## config.mk

```make
export PLATFORM = sky130hd
export DESIGN_NAME = rtc_bus_snoop
export DESIGN_NICKNAME = d
export VERILOG_FILES = /design/src/rtl/rtc_bus_snoop_pkg.sv /design/src/rtl/rtc_bus_snoop_bus_sync_edge.sv /design/src/rtl/rtc_bus_snoop.sv
export SDC_FILE = /design/constraint.sdc
export NUM_CORES = 1
export LEC_CHECK = 0
export BUFFER_PORTS_ARGS = -buffer_cell sky130_fd_sc_hd__buf_2
export CORE_UTILIZATION = 40
export DETAILED_ROUTE_END_ITERATION = 7
export PLACE_DENSITY = 0.69
export SYNTH_ARGS = -nofsm -noshare
export SYNTH_HDL_FRONTEND = slang
export SYNTH_SLANG_ARGS = --single-unit
```

## constraint.sdc

```tcl
create_clock -name clk -period 1.9 [get_ports clk]
set_input_delay 0.285 -clock clk [delete_from_list [all_inputs] [get_ports clk]]
set_output_delay 0.285 -clock clk [all_outputs]
set_load 0.005 [all_outputs]
```

## src/rtl/rtc_bus_snoop_pkg.sv

```systemverilog
// Shared types and constants for the RTC I2C bus snooper.
package rtc_bus_snoop_pkg;

  typedef enum logic [2:0] {
    IDLE,
    ADDR,
    ADDR_ACK,
    DATA,
    DATA_ACK,
    WAIT_STOP
  } state_t;

  // Only these bits of each RTC register carry time digits.
  localparam logic [7:0] SEC_MASK = 8'h7F;
  localparam logic [7:0] MIN_MASK = 8'h7F;
  localparam logic [7:0] HR_MASK  = 8'h3F;

  // Largest legal BCD value of each field.
  localparam logic [7:0] SEC_MAX = 8'h59;
  localparam logic [7:0] MIN_MAX = 8'h59;
  localparam logic [7:0] HR_MAX  = 8'h23;

  // True when both nibbles are decimal digits and the value is within limit.
  function automatic logic bcd_ok(input logic [7:0] v, input logic [7:0] max);
    return (v[7:4] <= 4'd9) && (v[3:0] <= 4'd9) && (v <= max);
  endfunction

endpackage

```

## src/rtl/rtc_bus_snoop_bus_sync_edge.sv

```systemverilog
// Synchronizes the asynchronous I2C lines and flags SCL rise, START and STOP.
module bus_sync_edge #(
  parameter int unsigned SYNC_STAGES = 2
) (
  input  logic clk,
  input  logic rst,
  input  logic scl,
  input  logic sda,
  output logic sda_s,
  output logic scl_rise,
  output logic start_det,
  output logic stop_det
);

  logic [SYNC_STAGES-1:0] scl_pipe;
  logic [SYNC_STAGES-1:0] sda_pipe;
  logic                   scl_q;
  logic                   sda_q;
  logic                   scl_s;

  // Synchronizer chains plus one history sample for edge detection; idle bus is high.
  always_ff @(posedge clk) begin
    if (rst) begin
      scl_pipe <= '1;
      sda_pipe <= '1;
      scl_q    <= 1'b1;
      sda_q    <= 1'b1;
    end else begin
      scl_pipe[0] <= scl;
      sda_pipe[0] <= sda;
      for (int unsigned i = 1; i < SYNC_STAGES; i++) begin
        scl_pipe[i] <= scl_pipe[i-1];
        sda_pipe[i] <= sda_pipe[i-1];
      end
      scl_q <= scl_s;
      sda_q <= sda_s;
    end
  end

  assign scl_s = scl_pipe[SYNC_STAGES-1];
  assign sda_s = sda_pipe[SYNC_STAGES-1];

  // START/STOP need SCL steady high across both samples, so an SDA change
  // landing on the same sample as an SCL edge is treated as a data edge.
  assign scl_rise  = scl_s & ~scl_q;
  assign start_det = scl_s & scl_q &  sda_q & ~sda_s;
  assign stop_det  = scl_s & scl_q & ~sda_q &  sda_s;

endmodule

```

## src/rtl/rtc_bus_snoop.sv

```systemverilog
// Passive I2C monitor: captures the RTC sec/min/hr burst read and publishes
// a validated BCD snapshot with a one-cycle update strobe.
module rtc_bus_snoop
  import rtc_bus_snoop_pkg::*;
#(
  parameter logic [6:0]  DEV_ADDR    = 7'h68,
  parameter int unsigned N_BYTES     = 3,
  parameter int unsigned SYNC_STAGES = 2
) (
  input  logic               clk,
  input  logic               rst,
  input  logic               scl,
  input  logic               sda,
  output logic [7:0]         Seconds,
  output logic [7:0]         Minutes,
  output logic [7:0]         Hours,
  output logic [N_BYTES-1:0] Acknowledge,
  output logic               time_upd,
  output logic               frame_err
);

  localparam int unsigned IDX_W = $clog2(N_BYTES + 1);

  state_t             state;
  state_t             state_nxt;
  logic               sda_s;
  logic               scl_rise;
  logic               start_det;
  logic               stop_det;
  logic [7:0]         shift;
  logic [7:0]         byte_val;
  logic [2:0]         bit_cnt;
  logic [IDX_W-1:0]   idx;
  logic [7:0]         shadow [N_BYTES];
  logic [N_BYTES-1:0] ack_shadow;
  logic               shift_en;
  logic               data_done;
  logic               ack_take;
  logic               addr_nack;
  logic               frame_full;
  logic               frame_ok;

  bus_sync_edge #(
    .SYNC_STAGES(SYNC_STAGES)
  ) u_sync (
    .clk      (clk),
    .rst      (rst),
    .scl      (scl),
    .sda      (sda),
    .sda_s    (sda_s),
    .scl_rise (scl_rise),
    .start_det(start_det),
    .stop_det (stop_det)
  );

  assign byte_val   = {shift[6:0], sda_s};
  assign frame_full = (idx == IDX_W'(N_BYTES));
  assign frame_ok   = bcd_ok(shadow[0] & SEC_MASK, SEC_MAX)
                   && bcd_ok(shadow[1] & MIN_MASK, MIN_MAX)
                   && bcd_ok(shadow[2] & HR_MASK,  HR_MAX);

  // State register.
  always_ff @(posedge clk) begin
    if (rst) state <= IDLE;
    else     state <= state_nxt;
  end

  // Next-state: START/STOP override everything, otherwise advance on SCL rise.
  always_comb begin
    state_nxt = state;
    if (start_det) begin
      state_nxt = ADDR;
    end else if (stop_det) begin
      state_nxt = IDLE;
    end else if (scl_rise) begin
      unique case (state)
        ADDR:
          if (bit_cnt == 3'd7)
            state_nxt = (byte_val == {DEV_ADDR, 1'b1}) ? ADDR_ACK : WAIT_STOP;
        ADDR_ACK:
          state_nxt = sda_s ? WAIT_STOP : DATA;
        DATA:
          if (bit_cnt == 3'd7) state_nxt = DATA_ACK;
        DATA_ACK:
          state_nxt = (idx == IDX_W'(N_BYTES - 1)) ? WAIT_STOP : DATA;
        default: state_nxt = state;
      endcase
    end
  end

  // Per-state datapath controls for the current SCL rise.
  always_comb begin
    shift_en  = 1'b0;
    data_done = 1'b0;
    ack_take  = 1'b0;
    addr_nack = 1'b0;
    if (scl_rise) begin
      unique case (state)
        ADDR:     shift_en  = 1'b1;
        DATA: begin
          shift_en  = 1'b1;
          data_done = (bit_cnt == 3'd7);
        end
        ADDR_ACK: addr_nack = sda_s;
        DATA_ACK: ack_take  = 1'b1;
        default: ;
      endcase
    end
  end

  // Shift/count/shadow capture and the commit-on-STOP validator.
  always_ff @(posedge clk) begin
    if (rst) begin
      shift       <= '0;
      bit_cnt     <= '0;
      idx         <= '0;
      ack_shadow  <= '0;
      for (int unsigned i = 0; i < N_BYTES; i++) shadow[i] <= '0;
      Seconds     <= '0;
      Minutes     <= '0;
      Hours       <= '0;
      Acknowledge <= '0;
      time_upd    <= 1'b0;
      frame_err   <= 1'b0;
    end else begin
      time_upd <= 1'b0;
      if (start_det || stop_det) begin
        shift   <= '0;
        bit_cnt <= '0;
        idx     <= '0;
      end else begin
        if (shift_en) begin
          shift   <= byte_val;
          bit_cnt <= bit_cnt + 3'd1;
        end
        if (data_done) shadow[idx] <= byte_val;
        if (ack_take) begin
          ack_shadow[idx] <= sda_s;
          idx             <= idx + 1'b1;
        end
      end
      if (addr_nack) frame_err <= 1'b1;
      if (stop_det && frame_full) begin
        if (frame_ok) begin
          Seconds     <= shadow[0] & SEC_MASK;
          Minutes     <= shadow[1] & MIN_MASK;
          Hours       <= shadow[2] & HR_MASK;
          Acknowledge <= ack_shadow;
          time_upd    <= 1'b1;
          frame_err   <= 1'b0;
        end else begin
          frame_err <= 1'b1;
        end
      end
    end
  end

endmodule

```

== Word level (Yosys, flattened, before mapping) ==
Memories as Yosys holds them, arrays and structs flattened.
Cells that the tools add are included.
Word-level totals
  memories: 1
  output and inout bits: 29
  RAM bits: 24
  bits in registers: 49
Memory list
  shadow: words 3, bits a word 8, rd ports 3, clocked after Yosys merged registers in 0, wr ports 3, RTL line rtc_bus_snoop.sv:34  | logic [7:0] shadow [N_BYTES];
Cells by class
  order comparisons: 11
  multiplexer cells: 33
  bitwise operators: 11
  eq/ne operators: 12
  add/sub/neg operators: 2
  reduce and logical (&&, ||, !) cells: 24
Operators with widths (number)
  1-bit 2-to-1 mux: 23
  3-bit 2-to-1 mux: 5
  7-bit <= comparator, second input constant: 2
  4-bit <= comparator, second input constant: 3
  3-bit case mux with 4 select lines: 1
  1-bit logical AND: 10
  8-bit equality test, second input constant: 1
  3-bit by 4-bit <= comparator with 1-bit output, second input constant: 2
  8-bit 2-to-1 mux: 1
  4-bit inequality test, second input constant: 2
  4-bit AND reduction: 2
  8-bit OR reduction: 1
  1-bit bitwise AND: 6
  3-bit by 2-bit equality test with 1-bit output, second input constant: 2
  3-bit equality test, second input constant: 2
  6-bit <= comparator, second input constant: 1
  6-bit nonzero test: 1
  2-bit OR reduction: 3
  1-bit NOT: 5
  2-bit equality test, second input constant: 2
  2-bit by 4-bit <= comparator with 1-bit output, second input constant: 1
  2-bit inequality test, second input constant: 2
  2-bit AND reduction: 2
  4-bit nonzero test: 1
  other kinds (12): 12

== Longest topological paths before layout ==
Gate-level depths: netlist of the first run.
  depth after elaboration: 9
  mapped depth: 6
  gate-level depth less buffers: 6

== By module ==
From an unflattened synthesis of the first run, not the netlist that was laid out.
Second synthesis, totals
  cell total of the unflattened synthesis: 222
  area total of the unflattened synthesis: 2692.6 µm²
Modules (own cells, without submodules)
  rtc_bus_snoop: instances 1, sequential area each 1461.4 µm², area an instance 2508.7 µm², cells an instance 207
  bus_sync_edge: instances 1, sequential area each 120.1 µm², area an instance 183.9 µm², cells an instance 15

== Least setup slack after synthesis of the first run ==
OpenSTA, ideal clock, no wires.
  path type: reg-to-reg
  from: register bit_cnt[0]
  to: memory shadow[1][0], enable pin
  stages on the path, launching flop included: 6
  library setup time: 0.278 ns
  arrival time: 1.342 ns
  slack: 0.280 ns
  required time: 1.622 ns
  clock period less this slack: 1.620 ns
  cell sequence: dfxtp_1 > ha_1 > ha_1 > and2_1 > and4_1 > or2_1
RTL lines
  start, declared: RTL line rtc_bus_snoop.sv:32  | logic [2:0] bit_cnt;
  start signal, assigned: RTL line rtc_bus_snoop.sv:134  | bit_cnt <= bit_cnt + 3'd1;
  end, declared: RTL line rtc_bus_snoop.sv:34

==> key figures, run 1 <==
Outcome
  • Status: completed

Clock network
  • CTS clock-pin slew for the worst setup and hold paths: 0.07 ns
  • Hold_buf cts: 0
  • Post-cts resize count: 0
  • TritonCTS sink count: 69
  • CTS tree: yes
  • Root cell of the clock tree: sky130_fd_sc_hd__clkbuf_8
  • TritonCTS Buffers: 9
  • Clock latency reported for the late side of the worst-skew pair: 0.35 ns
  • Post-CTS setup-driven buffer insertion count: 0
  • Buffers from clock root to sink, at most: 2
  • Depth of the CTS H-tree: 3

Worst setup path
  • Termination of the worst setup path: shadow[2][5]$_SDFFCE_PN0P_
  • Critical Path RT: 1.93 ns
  • Crit path launch: u_sync.scl_pipe[1]$_SDFF_PP1_
  • R2R Setup Slk: 0.19 ns
  • Endpoint arrival time on the critical path: 1.74 ns
  • Worst reg2reg path endpoint: shadow[2][5]$_SDFFCE_PN0P_
  • Critical Path Max Stage Delay: 0.43 ns
  • Cell chain of the critical path: nor2b_1, and3_1, and4_1, or2_1
  • Critical setup path kind: reg2reg
  • Slowest cell on the critical path: sky130_fd_sc_hd__dfxtp_1
  • Element type at the critical path end: flip-flop
  • Worst reg2reg path startpoint: u_sync.scl_pipe[1]$_SDFF_PP1_
  • Critical Path Fanout Max: 7
  • CP startpoint kind: flip-flop
  • Reg2Reg Depth: 4

Cells and area
  • Fraction of final layout cells sized beyond drive strength 1: 19.81%
  • Diode count: 0
  • Highest-count cells in the layout ignoring fill and taps: sky130_fd_sc_hd__dfxtp_1 (49), sky130_fd_sc_hd__nand2b_1 (46), sky130_fd_sc_hd__buf_2 (28), sky130_fd_sc_hd__mux2i_1 (26), sky130_fd_sc_hd__nand2_1 (22)
  • Number of cells in the finished layout apart from fillers: 422
  • Total of fill cells in the finished design: 695
  • Final nets: 328
  • Area overhead of the layout relative to synthesis: 14.85%
  • Non-Filler Cell Area, Final: 3475 µm²
  • Sequential Area: 1582 µm²
  • Leading cell type in the layout, fill and taps excluded: sky130_fd_sc_hd__dfxtp_1
  • Area of the multi-input gates: 1343 µm²

Worst hold path
  • Hold crit path type: in2reg

STA
  • Final worst path period share: 90.24%
  • Max Transition Viols Final: 0
  • Accumulated negative setup slack: 0 ns
  • Shortest period the worst path allows: 1.715 ns
  • Achievable Freq: 583.2 MHz
  • Final worst hold slack: 0.1274 ns
  • Final setup violation count: 0
  • Max Clock Skew: 0.01311 ns
  • Unrepaired setup endpoints after global routing: false
  • Fin. Hold Viols: 0

Pwr
  • Total power: 0.002791 W
  • Maximum ir drop on the vdd rail: 0.0003614 V
  • Pwr/cell area: 803.2 nW/µm²
  • Standby leakage power: 1.352 nW

Floorplanning
  • Die X: 88.97 µm
  • Die Y-Extent: 88.97 µm
  • Number of top-level pins: 33
  • Starting density of the core: 41.49%
  • Area of the core: 7292 µm²
  • Floorplan row count: 31
  • Die area: 7916 µm²

Routing
  • Violation count after the first detailed-routing iteration: 92
  • Via count: 2025
  • Via density per instance: 4.799
  • Routed wire length: 5522 µm
  • Iteration count of the initial detailed-routing pass: 4
  • Final ANT Viol Nets: 0
  • Drt drc: 0
  • Avg WL per Cell: 13.09 µm

Yosys
  • Fraction of synthesized area in multiplexers: 8.974%
  • Number of library cell types mapped by synthesis: 45
  • Register area share after synthesis: 52.27%
  • Dominant combinational cell family by area after synthesis: simple AND/OR/NAND/NOR gates
  • Area fraction in compound gates after synthesis: 6.245%
  • Gate count after technology mapping: 286
  • Share of synthesized flip-flops with an asynchronous set or reset: 0%
  • Post-Synth XOR/XNOR Area: 1.158%
  • Mapped Area: 3025 µm²
  • Share of synthesized cell area in full adder, half adder and majority cells: 2.481%
  • Synth Register Bits: 69
  • Warnings from Yosys: 0
  • Post-synthesis average cell area: 10.58 µm²
  • Post-synthesis simple-gate area fraction: 24.81%
  • EDFF count, synth: 20
  • Main synth FF type: sky130_fd_sc_hd__dfxtp_1

Place
  • Total placed cells including tap cells: 406
  • Area of placed instances: 3273 µm²
  • Buffers added on ports: 28
  • Routability congestion estimate from global placement: 0.9743
  • Post-detail-place hpwl: 3745 µm

GRT
  • Gr busiest metal: met2
  • Via count of the first global-routing pass: 1872
  • Congestion Overflow GR: 0
  • Global router's overall resource usage: 15.32%
  • Initial antenna violation count: 0
  • Global-route wire length before repair: 8997 µm
  • GR Util met2: 25.17%
  • Met3 usage: 4.432%
  • Met1 usage: 18.93%
  • Pin count of the biggest net entering global routing: 36

Run
  • Max-cap violation count: 0
-- cell usage after synthesis, drive strengths merged (2+ instances only) --
| cell | count | area, µm² |
|---|---|---|
| and4 | 3 | 26.28 |
| a21o | 2 | 15.01 |
| a22oi | 2 | 15.01 |
| nor2b | 3 | 18.77 |
| edfxtp | 20 | 600.6 |
| a21oi | 12 | 60.06 |
| clkbuf | 10 | 37.54 |
| mux2i | 26 | 260.3 |
| or2 | 9 | 56.31 |
| nand2b | 46 | 287.8 |
| xor2 | 2 | 17.52 |
| xnor2 | 2 | 17.52 |
| buf | 8 | 62.56 |
| dfxtp | 49 | 980.9 |
| ha | 6 | 75.07 |
| nand2 | 22 | 82.58 |
| inv | 5 | 18.76 |
| nand4bb | 2 | 22.52 |
| nor3b | 2 | 20.02 |
| nor2 | 6 | 22.52 |
| o21ai | 5 | 25.02 |
| and2 | 21 | 131.4 |
| nand3 | 6 | 30.03 |
-- cell families (layout without fill, tap and decap cells) --
group	after synthesis	in the layout
buf+inv	23	57
mux	27	27
fa+ha+maj	6	6
compound gates	30	30
simple gates	126	126
other cells	1	4
xor+xnor	4	4
flops	69	69
-- worst min-delay path by stage --
stage / from / endpoint / cells past startpoint
after floorplan: scl / u_sync.scl_pipe[0]$_SDFF_PP1_ / 1
after global placement: u_sync.scl_pipe[0]$_SDFF_PP1_ / u_sync.scl_pipe[1]$_SDFF_PP1_ / 1
after detailed placement: u_sync.scl_pipe[0]$_SDFF_PP1_ / u_sync.scl_pipe[1]$_SDFF_PP1_ / 1
after CTS: scl / u_sync.scl_pipe[0]$_SDFF_PP1_ / 2
after global routing: scl / u_sync.scl_pipe[0]$_SDFF_PP1_ / 2
final: scl / u_sync.scl_pipe[0]$_SDFF_PP1_ / 2
-- where the power goes --
part           total [W]  switching, W  internal, W
logic          0.0000940     0.0000535    0.0000405
clock network    0.00115      0.000565     0.000584
registers        0.00155     0.0000166      0.00153
total            0.00279      0.000635      0.00216
-- area by class of cell --
type	count	area share, %
clock buffers	11	4.681
clock inverters	5	0.9363
inverters	5	0.5402
multi-input cells	197	38.64
flip-flops and latches	69	45.52
well taps	99	3.565
repair buffers	36	6.122
-- registers in the layout (all words and copies together) (netlist names), 2 cells and up --
name             count
Acknowledge          3
ack_shadow           3
bit_cnt              3
Minutes              7
state                3
idx                  2
u_sync.sda_pipe      2
Seconds              7
u_sync.scl_pipe      2
shadow              20
shift                7
Hours                6
-- routing by layer --
layer / up-vias / routed length, µm
met2: 33 / 2591
met3: 6 / 179
met5: - / 0
li1: 1026 / -
met1: 960 / 2691
met4: 0 / 60
-- through the flow --
step | worst slack, ns | util, %
6_report | 0.1854 | 47.65
5_1_grt | 0.05954 | 47.65
4_1_cts | 0.1515 | 47.56
3_5_place_dp | 0.1602 | 44.89
3_3_place_gp | 0.2442 | 44.89
2_1_floorplan | 0.2803 | -
-- critical path, delay by kind of cell (launching register included) --
kind	cells	cell delay, ns
and+or+nand+nor	4	0.98
DFF	1	0.43
Power figures use the tool's default switching activity.
==> inputs of run 2 (changes only) <==
Settings changed: SYNTH_HIERARCHICAL set to 1.
==> key figures, run 2 <==
Place
  • Total placed cells including tap cells: 327 (was 406)
  • Buffers added on ports: 28 (unchanged)
  • Post-detail-place hpwl: 3384 µm (was 3745 µm)
  • Routability congestion estimate from global placement: 0.7249 (was 0.9743)

STA
  • Transition time at the pin with the least slew margin: 0.5212 ns
  • Final worst hold slack: 0.1144 ns (was 0.1274 ns)
  • Max Transition Viols Final: 0 (unchanged)
  • Shortest period the worst path allows: 1.789 ns (was 1.715 ns)
  • Achievable Freq: 559.0 MHz (was 583.2 MHz)
  • Max Clock Skew: 0.005281 ns (was 0.01311 ns)
  • Relative slew slack: 65.26%
  • Fin. Hold Viols: 0 (unchanged)
  • Final setup violation count: 0 (unchanged)
  • Unrepaired setup endpoints after global routing: false (unchanged)
  • Final worst path period share: 94.15% (was 90.24%)

Yosys
  • Number of library cell types mapped by synthesis: 41 (was 45)
  • Gate count after technology mapping: 222 (was 286)
  • Share of synthesized flip-flops with an asynchronous set or reset: 0% (unchanged)
  • EDFF count, synth: 20 (unchanged)
  • Most common cell in the synthesized netlist: sky130_fd_sc_hd__dfxtp_1 (unchanged)
  • Warnings from Yosys: 6 (was 0)
  • Dominant cells by area after synthesis: sky130_fd_sc_hd__dfxtp_1 (36%), sky130_fd_sc_hd__edfxtp_1 (22%), sky130_fd_sc_hd__a22o_1 (7.5%) (was sky130_fd_sc_hd__dfxtp_1 (32%), sky130_fd_sc_hd__edfxtp_1 (20%), sky130_fd_sc_hd__nand2b_1 (9.5%))
  • Synth Register Bits: 69 (unchanged)
  • Mapped Area: 2693 µm² (was 3025 µm²)
  • Register area share after synthesis: 58.74% (was 52.27%)
  • Fraction of post-synthesis cell area in the top cell type by area: 36.43% (was 32.42%)
  • Most instantiated cells after synthesis: sky130_fd_sc_hd__dfxtp_1 (49), sky130_fd_sc_hd__a22o_1 (23), sky130_fd_sc_hd__and3_1 (20), sky130_fd_sc_hd__edfxtp_1 (20), sky130_fd_sc_hd__nor2_1 (19) (was sky130_fd_sc_hd__dfxtp_1 (49), sky130_fd_sc_hd__nand2b_1 (46), sky130_fd_sc_hd__mux2i_1 (26), sky130_fd_sc_hd__nand2_1 (22), sky130_fd_sc_hd__and2_1 (21))
  • Post-synthesis average cell area: 12.13 µm² (was 10.58 µm²)
  • Cell type with the largest total area after synthesis: sky130_fd_sc_hd__dfxtp_1 (unchanged)
  • Main synth FF type: sky130_fd_sc_hd__dfxtp_1 (unchanged)

Pwr
  • Pwr/cell area: 875.3 nW/µm² (was 803.2 nW/µm²)
  • Maximum ir drop on the vdd rail: 0.0004867 V (was 0.0003614 V)
  • Total power: 0.002745 W (was 0.002791 W)
  • Net switching share of the total power: 21.85% (was 22.76%)
  • Combinational cell fraction of total power: 2.4% (was 3.4%)
  • Total net switching power: 0.0005996 W (was 0.0006353 W)
  • Standby leakage power: 1.444 nW (was 1.352 nW)
  • Power share of the clock group: 41.4% (was 41.2%)
  • Sequential fraction of design power: 56.2% (was 55.5%)
  • Power Internal: 0.002145 W (was 0.002156 W)

Worst setup path
  • Termination of the worst setup path: shadow[1][6]$_SDFFCE_PN0P_ (was shadow[2][5]$_SDFFCE_PN0P_)
  • Element type at the critical path end: flip-flop (unchanged)
  • Worst reg2reg path endpoint: shadow[1][6]$_SDFFCE_PN0P_ (was shadow[2][5]$_SDFFCE_PN0P_)
  • Crit path launch: u_sync/sda_pipe[1]$_SDFF_PP1_ (was u_sync.scl_pipe[1]$_SDFF_PP1_)
  • Worst reg2reg path startpoint: u_sync/sda_pipe[1]$_SDFF_PP1_ (was u_sync.scl_pipe[1]$_SDFF_PP1_)
  • Critical setup path kind: reg2reg (unchanged)
  • Critical Path RT: 1.94 ns (was 1.93 ns)
  • Critical Path Fanout Max: 7 (unchanged)
  • R2R Setup Slk: 0.11 ns (was 0.19 ns)
  • Reg2Reg Depth: 4 (unchanged)
  • CP startpoint kind: flip-flop (unchanged)
  • Endpoint arrival time on the critical path: 1.83 ns (was 1.74 ns)

Floorplanning
  • Starting density of the core: 41.92% (was 41.49%)
  • Floorplan row count: 29 (was 31)
  • Die area: 7064 µm² (was 7916 µm²)
  • Area of the core: 6422 µm² (was 7292 µm²)
  • Number of top-level pins: 33 (unchanged)
  • Die X: 84.05 µm (was 88.97 µm)
  • Die Y-Extent: 84.05 µm (was 88.97 µm)

Cells and area
  • Highest-count cells in the layout ignoring fill and taps: sky130_fd_sc_hd__dfxtp_1 (49), sky130_fd_sc_hd__buf_2 (28), sky130_fd_sc_hd__a22o_1 (23), sky130_fd_sc_hd__and3_1 (20), sky130_fd_sc_hd__edfxtp_1 (20) (was sky130_fd_sc_hd__dfxtp_1 (49), sky130_fd_sc_hd__nand2b_1 (46), sky130_fd_sc_hd__buf_2 (28), sky130_fd_sc_hd__mux2i_1 (26), sky130_fd_sc_hd__nand2_1 (22))
  • Flip-flop count of the largest register, all copies and words added: 20 (unchanged)
  • Final nets: 271 (was 328)
  • Fraction of final layout cells sized beyond drive strength 1: 23.68% (was 19.81%)
  • Total of fill cells in the finished design: 582 (was 695)
  • Number of cells in the finished layout apart from fillers: 343 (was 422)
  • Area overhead of the layout relative to synthesis: 16.45% (was 14.85%)
  • Leading cell type in the layout, fill and taps excluded: sky130_fd_sc_hd__dfxtp_1 (unchanged)
  • Diode count: 0 (unchanged)
  • Register containing the most flip-flops in the final layout: shadow (unchanged)

Clock network
  • Post-CTS setup-driven buffer insertion count: 0 (unchanged)
  • Root cell of the clock tree: sky130_fd_sc_hd__clkbuf_8 (unchanged)
  • TritonCTS sink count: 69 (unchanged)
  • Depth of the CTS H-tree: 3 (unchanged)
  • TritonCTS Buffers: 9 (unchanged)
  • CTS clock-pin slew for the worst setup and hold paths: 0.07 ns (about the same)
  • Clock latency reported for the late side of the worst-skew pair: 0.34 ns (was 0.35 ns)
  • Buffers from clock root to sink, at most: 2 (unchanged)
  • CTS tree: yes (unchanged)

GRT
  • Pin count of the biggest net entering global routing: 25 (was 36)
  • Congestion Overflow GR: 0 (unchanged)
  • Initial antenna violation count: 0 (unchanged)
  • Global router's overall resource usage: 14.72% (was 15.32%)
  • Via count of the first global-routing pass: 1604 (was 1872)
  • Global-route wire length before repair: 7921 µm (was 8997 µm)

Routing
  • Routed wire length: 4762 µm (was 5522 µm)
  • Via density per instance: 5.201 (was 4.799)
  • Avg WL per Cell: 13.88 µm (was 13.09 µm)
  • Drt drc: 4 (was 0)
  • Iteration count of the initial detailed-routing pass: 6 (was 4)
  • Via count: 1784 (was 2025)
  • Final ANT Viol Nets: 0 (unchanged)
  • Violation count after the first detailed-routing iteration: 132 (was 92)

Outcome
  • Failing checks: design-rule violations
  • Status: finished, violations left (was completed)

Worst hold path
  • Hold crit path type: in2reg (unchanged)

Run
  • Max-cap violation count: 0 (unchanged)
[run 2: layout make-up]
| type | count | area, µm² | area share (%) |
|---|---|---|---|
| Clock inverter | 4 | 30.03 | 0.9577 |
| Sequential cell | 69 | 1582 | 50.44 |
| Multi-Input combinational cell | 138 | 1007 | 32.12 |
| Timing Repair Buffer | 40 | 242.7 | 7.741 |
| Clock buffer | 12 | 166.4 | 5.307 |
| Tap cell | 77 | 96.34 | 3.073 |
| Inverter | 3 | 11.26 | 0.3591 |
[run 2: cells by family (layout without fill, tap and decap cells)]
logic type	Yosys count	count (layout)	share of synthesized area [%]
and+or+nand+nor	72	72	16.31
DFF	69	69	58.74
AOI/OAI and AO/OA	41	41	12.17
buffers and inverters	18	59	4.414
muxes	12	12	4.461
adders and majority gates	6	6	2.788
xor gates and xnor gates	3	3	0.9760
other	1	4	0.1393
[run 2: repair_timing]
item                                    CTS  global route
endpoints found under the setup margin    0            20
gates resized for setup                   0             3
endpoints found under the hold margin     0             0
hold buffers                              0             0
[run 2: power groups by stage]
stage,registers [W],clock network [W],logic (W)
3_3_place_gp,0.00158,0,0.0000641
2_1_floorplan,0.00157,0,0.0000546
4_1_cts,0.00154,0.00117,0.0000655
5_1_grt,0.00154,0.00123,0.0000734
3_5_place_dp,0.00158,0,0.0000653
6_report,0.00154,0.00114,0.0000658
[run 2: layer usage]
metal | wire length (µm) | vias to the layer above | track usage (%)
li1 | - | 887 | -
met1 | 2210 | 849 | 18.10
met2 | 2224 | 40 | 22.88
met3 | 250 | 8 | 5.638
met4 | 76 | 0 | 6.583
met5 | 0 | - | 0
[run 2: how the worst min path moves through the flow]
stage	slack, ns	start	depth (start not counted)	endpoint
floorplan	0.38	scl	1	u_sync/scl_pipe[0]$_SDFF_PP1_
global placement	0.39	u_sync/scl_pipe[0]$_SDFF_PP1_	1	u_sync/scl_pipe[1]$_SDFF_PP1_
detailed placement	0.39	u_sync/sda_pipe[0]$_SDFF_PP1_	1	u_sync/sda_pipe[1]$_SDFF_PP1_
CTS	0.10	scl	2	u_sync/scl_pipe[0]$_SDFF_PP1_
global route	0.10	scl	2	u_sync/scl_pipe[0]$_SDFF_PP1_
finish	0.11	scl	2	u_sync/scl_pipe[0]$_SDFF_PP1_
[run 2: worst max-delay path, cell delays in order, from the launching register on]
cell                      delay (ns)
sky130_fd_sc_hd__dfxtp_1        0.37
sky130_fd_sc_hd__and4b_1        0.23
sky130_fd_sc_hd__or3_1          0.41
sky130_fd_sc_hd__nor3_4         0.22
sky130_fd_sc_hd__a21o_2         0.27
[run 2: metrics by stage]
stage	TNS, ns	utilization (%)	setup WS [ns]	cell area, µm²
6_report	0	48.82	0.1111	3136
4_1_cts	0	48.76	0.02584	3132
3_5_place_dp	0	45.70	0.04381	2935
3_3_place_gp	0	45.70	0.07637	2935
2_1_floorplan	-0.04349	-	-0.003107	2704
5_1_grt	0	48.82	0.01066	3136
==> inputs of run 3 (changes only) <==
Settings changed: CTS_BUF_LIST set to sky130_fd_sc_hd__clkbuf_4.
Clock period 1.9 ns to 1.7 ns, I/O delays scaled along.
==> key figures, run 3 (same netlist as run 2, synthesis figures left out) <==
Outcome
  • Status: finished, violations left (unchanged)
  • Failing checks: design-rule violations, negative setup slack (was design-rule violations)

STA
  • Fin. Hold Viols: 0 (unchanged)
  • Max Transition Viols Final: 0 (unchanged)
  • Max Clock Skew: 0.01907 ns (was 0.005281 ns)
  • Unrepaired setup endpoints after global routing: true (was false)
  • Achievable Freq: 550.1 MHz (was 559.0 MHz)
  • Shortest period the worst path allows: 1.818 ns (was 1.789 ns)
  • Final setup violation count: 53 (was 0)
  • Crit path setup slack, layout: -0.1179 ns (was 0.1111 ns)
  • Final worst path period share: 106.9% (was 94.15%)

Cells and area
  • Area overhead of the layout relative to synthesis: 24.35% (was 16.45%)
  • Final nets: 285 (was 271)
  • Fraction of final layout cells sized beyond drive strength 1: 30.00% (was 23.68%)
  • Leading cell type in the layout, fill and taps excluded: sky130_fd_sc_hd__dfxtp_1 (unchanged)
  • Register containing the most flip-flops in the final layout: shadow (unchanged)
  • Number of cells in the finished layout apart from fillers: 357 (was 343)
  • Highest-count cells in the layout ignoring fill and taps: sky130_fd_sc_hd__dfxtp_1 (45), sky130_fd_sc_hd__buf_2 (28), sky130_fd_sc_hd__a22o_1 (23), sky130_fd_sc_hd__edfxtp_1 (20) (was sky130_fd_sc_hd__dfxtp_1 (49), sky130_fd_sc_hd__buf_2 (28), sky130_fd_sc_hd__a22o_1 (23), sky130_fd_sc_hd__and3_1 (20), sky130_fd_sc_hd__edfxtp_1 (20))
  • Diode count: 0 (unchanged)
  • Total of fill cells in the finished design: 549 (was 582)
  • Flip-flop count of the largest register, all copies and words added: 20 (unchanged)

Clock network
  • Clock latency reported for the late side of the worst-skew pair: 0.41 ns (was 0.34 ns)
  • CTS tree: yes (unchanged)
  • Depth of the CTS H-tree: 3 (unchanged)
  • Buffers from clock root to sink, at most: 2 (unchanged)
  • TritonCTS Buffers: 9 (unchanged)
  • Root cell of the clock tree: sky130_fd_sc_hd__clkbuf_4 (was sky130_fd_sc_hd__clkbuf_8)
  • TritonCTS sink count: 69 (unchanged)
  • CTS clock-pin slew for the worst setup and hold paths: 0.12 ns (was 0.07 ns)

Worst hold path
  • Capture endpoint of the worst hold path: ack_shadow[0]$_SDFFE_PP0P_ (was u_sync/scl_pipe[0]$_SDFF_PP1_)
  • Hold crit path type: in2reg (unchanged)
  • Number of instances on the worst hold path: 3 (was 2)
  • Hold Startpoint: rst (was scl)

Worst setup path
  • Critical Path Max Stage Delay: 0.36 ns (was 0.41 ns)
  • Worst reg2reg path startpoint: u_sync/scl_pipe[1]$_SDFF_PP1_ (was u_sync/sda_pipe[1]$_SDFF_PP1_)
  • CP startpoint kind: flip-flop (unchanged)
  • Worst reg2reg path endpoint: shadow[0][3]$_SDFFCE_PN0P_ (was shadow[1][6]$_SDFFCE_PN0P_)
  • Endpoint arrival time on the critical path: 1.94 ns (was 1.83 ns)
  • Cell chain of the critical path: and4b_2, or3_4, nor3_4, buf_12, a21o_4 (was and4b_1, or3_1, nor3_4, a21o_2)
  • Critical Path Fanout Max: 7 (unchanged)
  • R2R Setup Slk: -0.12 ns (was 0.11 ns)
  • Element type at the critical path end: flip-flop (unchanged)
  • Critical setup path kind: reg2reg (unchanged)
  • Reg2Reg Depth: 5 (was 4)
  • Slowest cell on the critical path: sky130_fd_sc_hd__or3_4 (was sky130_fd_sc_hd__or3_1)
  • Critical Path RT: 1.82 ns (was 1.94 ns)

Routing
  • Routed wire length: 5102 µm (was 4762 µm)
  • Final ANT Viol Nets: 0 (unchanged)
  • Via density per instance: 5.095 (was 5.201)
  • Iteration count of the initial detailed-routing pass: 6 (unchanged)
  • Avg WL per Cell: 14.29 µm (was 13.88 µm)
  • Violation count after the first detailed-routing iteration: 80 (was 132)
  • Via count: 1819 (was 1784)
  • Drt drc: 13 (was 4)

Place
  • Total placed cells including tap cells: 331 (was 327)
  • Routability congestion estimate from global placement: 0.7433 (was 0.7249)
  • Post-detail-place hpwl: 3214 µm (was 3384 µm)
  • Buffers added on ports: 28 (unchanged)

Pwr
  • Net switching share of the total power: 21.58% (was 21.85%)
  • Power share of the clock group: 39.1% (was 41.4%)
  • Sequential fraction of design power: 57.9% (was 56.2%)
  • Total power: 0.002980 W (was 0.002745 W)
  • Combinational cell fraction of total power: 2.9% (was 2.4%)
  • Maximum ir drop on the vdd rail: 0.0003251 V (was 0.0004867 V)
  • Pwr/cell area: 889.9 nW/µm² (was 875.3 nW/µm²)
  • Standby leakage power: 1.525 nW (was 1.444 nW)
  • Total net switching power: 0.0006429 W (was 0.0005996 W)
  • Power Internal: 0.002337 W (was 0.002145 W)

Floorplanning
  • Starting density of the core: 41.92% (unchanged)
  • Area of the core: 6422 µm² (unchanged)
  • Die X: 84.05 µm (unchanged)
  • Floorplan row count: 29 (unchanged)
  • Die area: 7064 µm² (unchanged)
  • Die Y-Extent: 84.05 µm (unchanged)
  • Number of top-level pins: 33 (unchanged)

GRT
  • Initial antenna violation count: 0 (unchanged)
  • Via count of the first global-routing pass: 1630 (was 1604)
  • Global-route wire length before repair: 7741 µm (was 7921 µm)
  • Pin count of the biggest net entering global routing: 25 (unchanged)
  • Global router's overall resource usage: 14.11% (was 14.72%)
  • Congestion Overflow GR: 0 (unchanged)

Run
  • Max-cap violation count: 0 (unchanged)
==> run 3: cell types whose count changed in the layout (fill, tap and decap cells not counted), moves of 2 or more <==
cell,delta
sky130_fd_sc_hd__bufinv_16,+2
sky130_fd_sc_hd__buf_12,+2
sky130_fd_sc_hd__dlygate4sd3_1,+2
sky130_fd_sc_hd__clkbuf_16,+2
sky130_fd_sc_hd__a21o_4,+3
sky130_fd_sc_hd__a21o_2,-3
sky130_fd_sc_hd__clkbuf_8,-10
sky130_fd_sc_hd__dfxtp_1,-4
sky130_fd_sc_hd__dfxtp_2,+4
sky130_fd_sc_hd__clkbuf_4,+9
sky130_fd_sc_hd__buf_4,+5
==> run 3: routing by layer <==
metal / GRT usage [%] / vias up / wire length [µm]
met4: 5.172 / 0 / 35
met5: 0 / - / 0
li1: - / 918 / -
met3: 4.748 / 4 / 186
met2: 22.43 / 34 / 2476
met1: 17.80 / 863 / 2404
==> run 3: worst max-delay path by stage <==
stage	start	end	slack (ns)	depth (start not counted)
finish	u_sync/scl_pipe[1]$_SDFF_PP1_	shadow[0][3]$_SDFFCE_PN0P_	-0.12	5
global placement	u_sync/scl_q$_SDFF_PP1_	shadow[0][0]$_SDFFCE_PN0P_	-0.02	5
floorplan	u_sync/scl_q$_SDFF_PP1_	shadow[0][0]$_SDFFCE_PN0P_	-0.08	6
global route	u_sync/scl_pipe[1]$_SDFF_PP1_	shadow[2][0]$_SDFFCE_PN0P_	-0.17	5
CTS	u_sync/scl_q$_SDFF_PP1_	shadow[0][0]$_SDFFCE_PN0P_	-0.06	5
detailed placement	u_sync/scl_q$_SDFF_PP1_	shadow[0][0]$_SDFFCE_PN0P_	-0.06	5
==> run 3: timing repair <==
item                                   4_1_cts  5_1_grt
buffers inserted                             0        4
gates resized for setup                      2       11
cloned                                       0        4
pin swaps                                    0       31
endpoints found under the hold margin        2        0
hold buffers                                 2        0
setup endpoints to repair                   56       58
==> run 3: power groups by stage <==
stage / clock [W] / combinational (W) / sequential [W]
floorplan: 0 / 0.0000649 / 0.00176
global placement: 0 / 0.0000772 / 0.00176
detailed placement: 0 / 0.0000791 / 0.00176
CTS: 0.00119 / 0.0000848 / 0.00172
global route: 0.00126 / 0.0000958 / 0.00173
finish: 0.00117 / 0.0000872 / 0.00173
==> run 3: worst max-delay path, delay by kind of cell (launching register included) <==
kind	cells	cell delay, ns
buffers and inverters	1	0.15
and+or+nand+nor	3	0.88
DFF	1	0.35
AOI/OAI and AO/OA	1	0.16
==> run 3: metrics by stage <==
stage               hold WS, ns  util [%]  setup TNS, ns  worst slack [ns]  cell area [µm²]
floorplan                0.3521         -         -1.449          -0.07599             2733
global placement         0.3869     46.72        -0.3871          -0.02427             3000
CTS                      0.2629     49.60         -1.887          -0.05912             3186
global route             0.2970     52.13         -8.229           -0.1684             3348
finish                   0.2992     52.13         -3.934           -0.1179             3348
detailed placement       0.3900     46.72         -1.523          -0.05947             3000
==> run 3: cell type report <==
cell class                 instances  area, µm²  area share [%]
clock buffer                       9      67.56           2.018
clock inverter                     7      90.09           2.691
inverter                           3      11.26          0.3363
multi-input combinational        138       1055           31.50
sequential                        69       1587           47.38
tap                               77      96.34           2.877
timing repair buffer              54      441.7           13.19
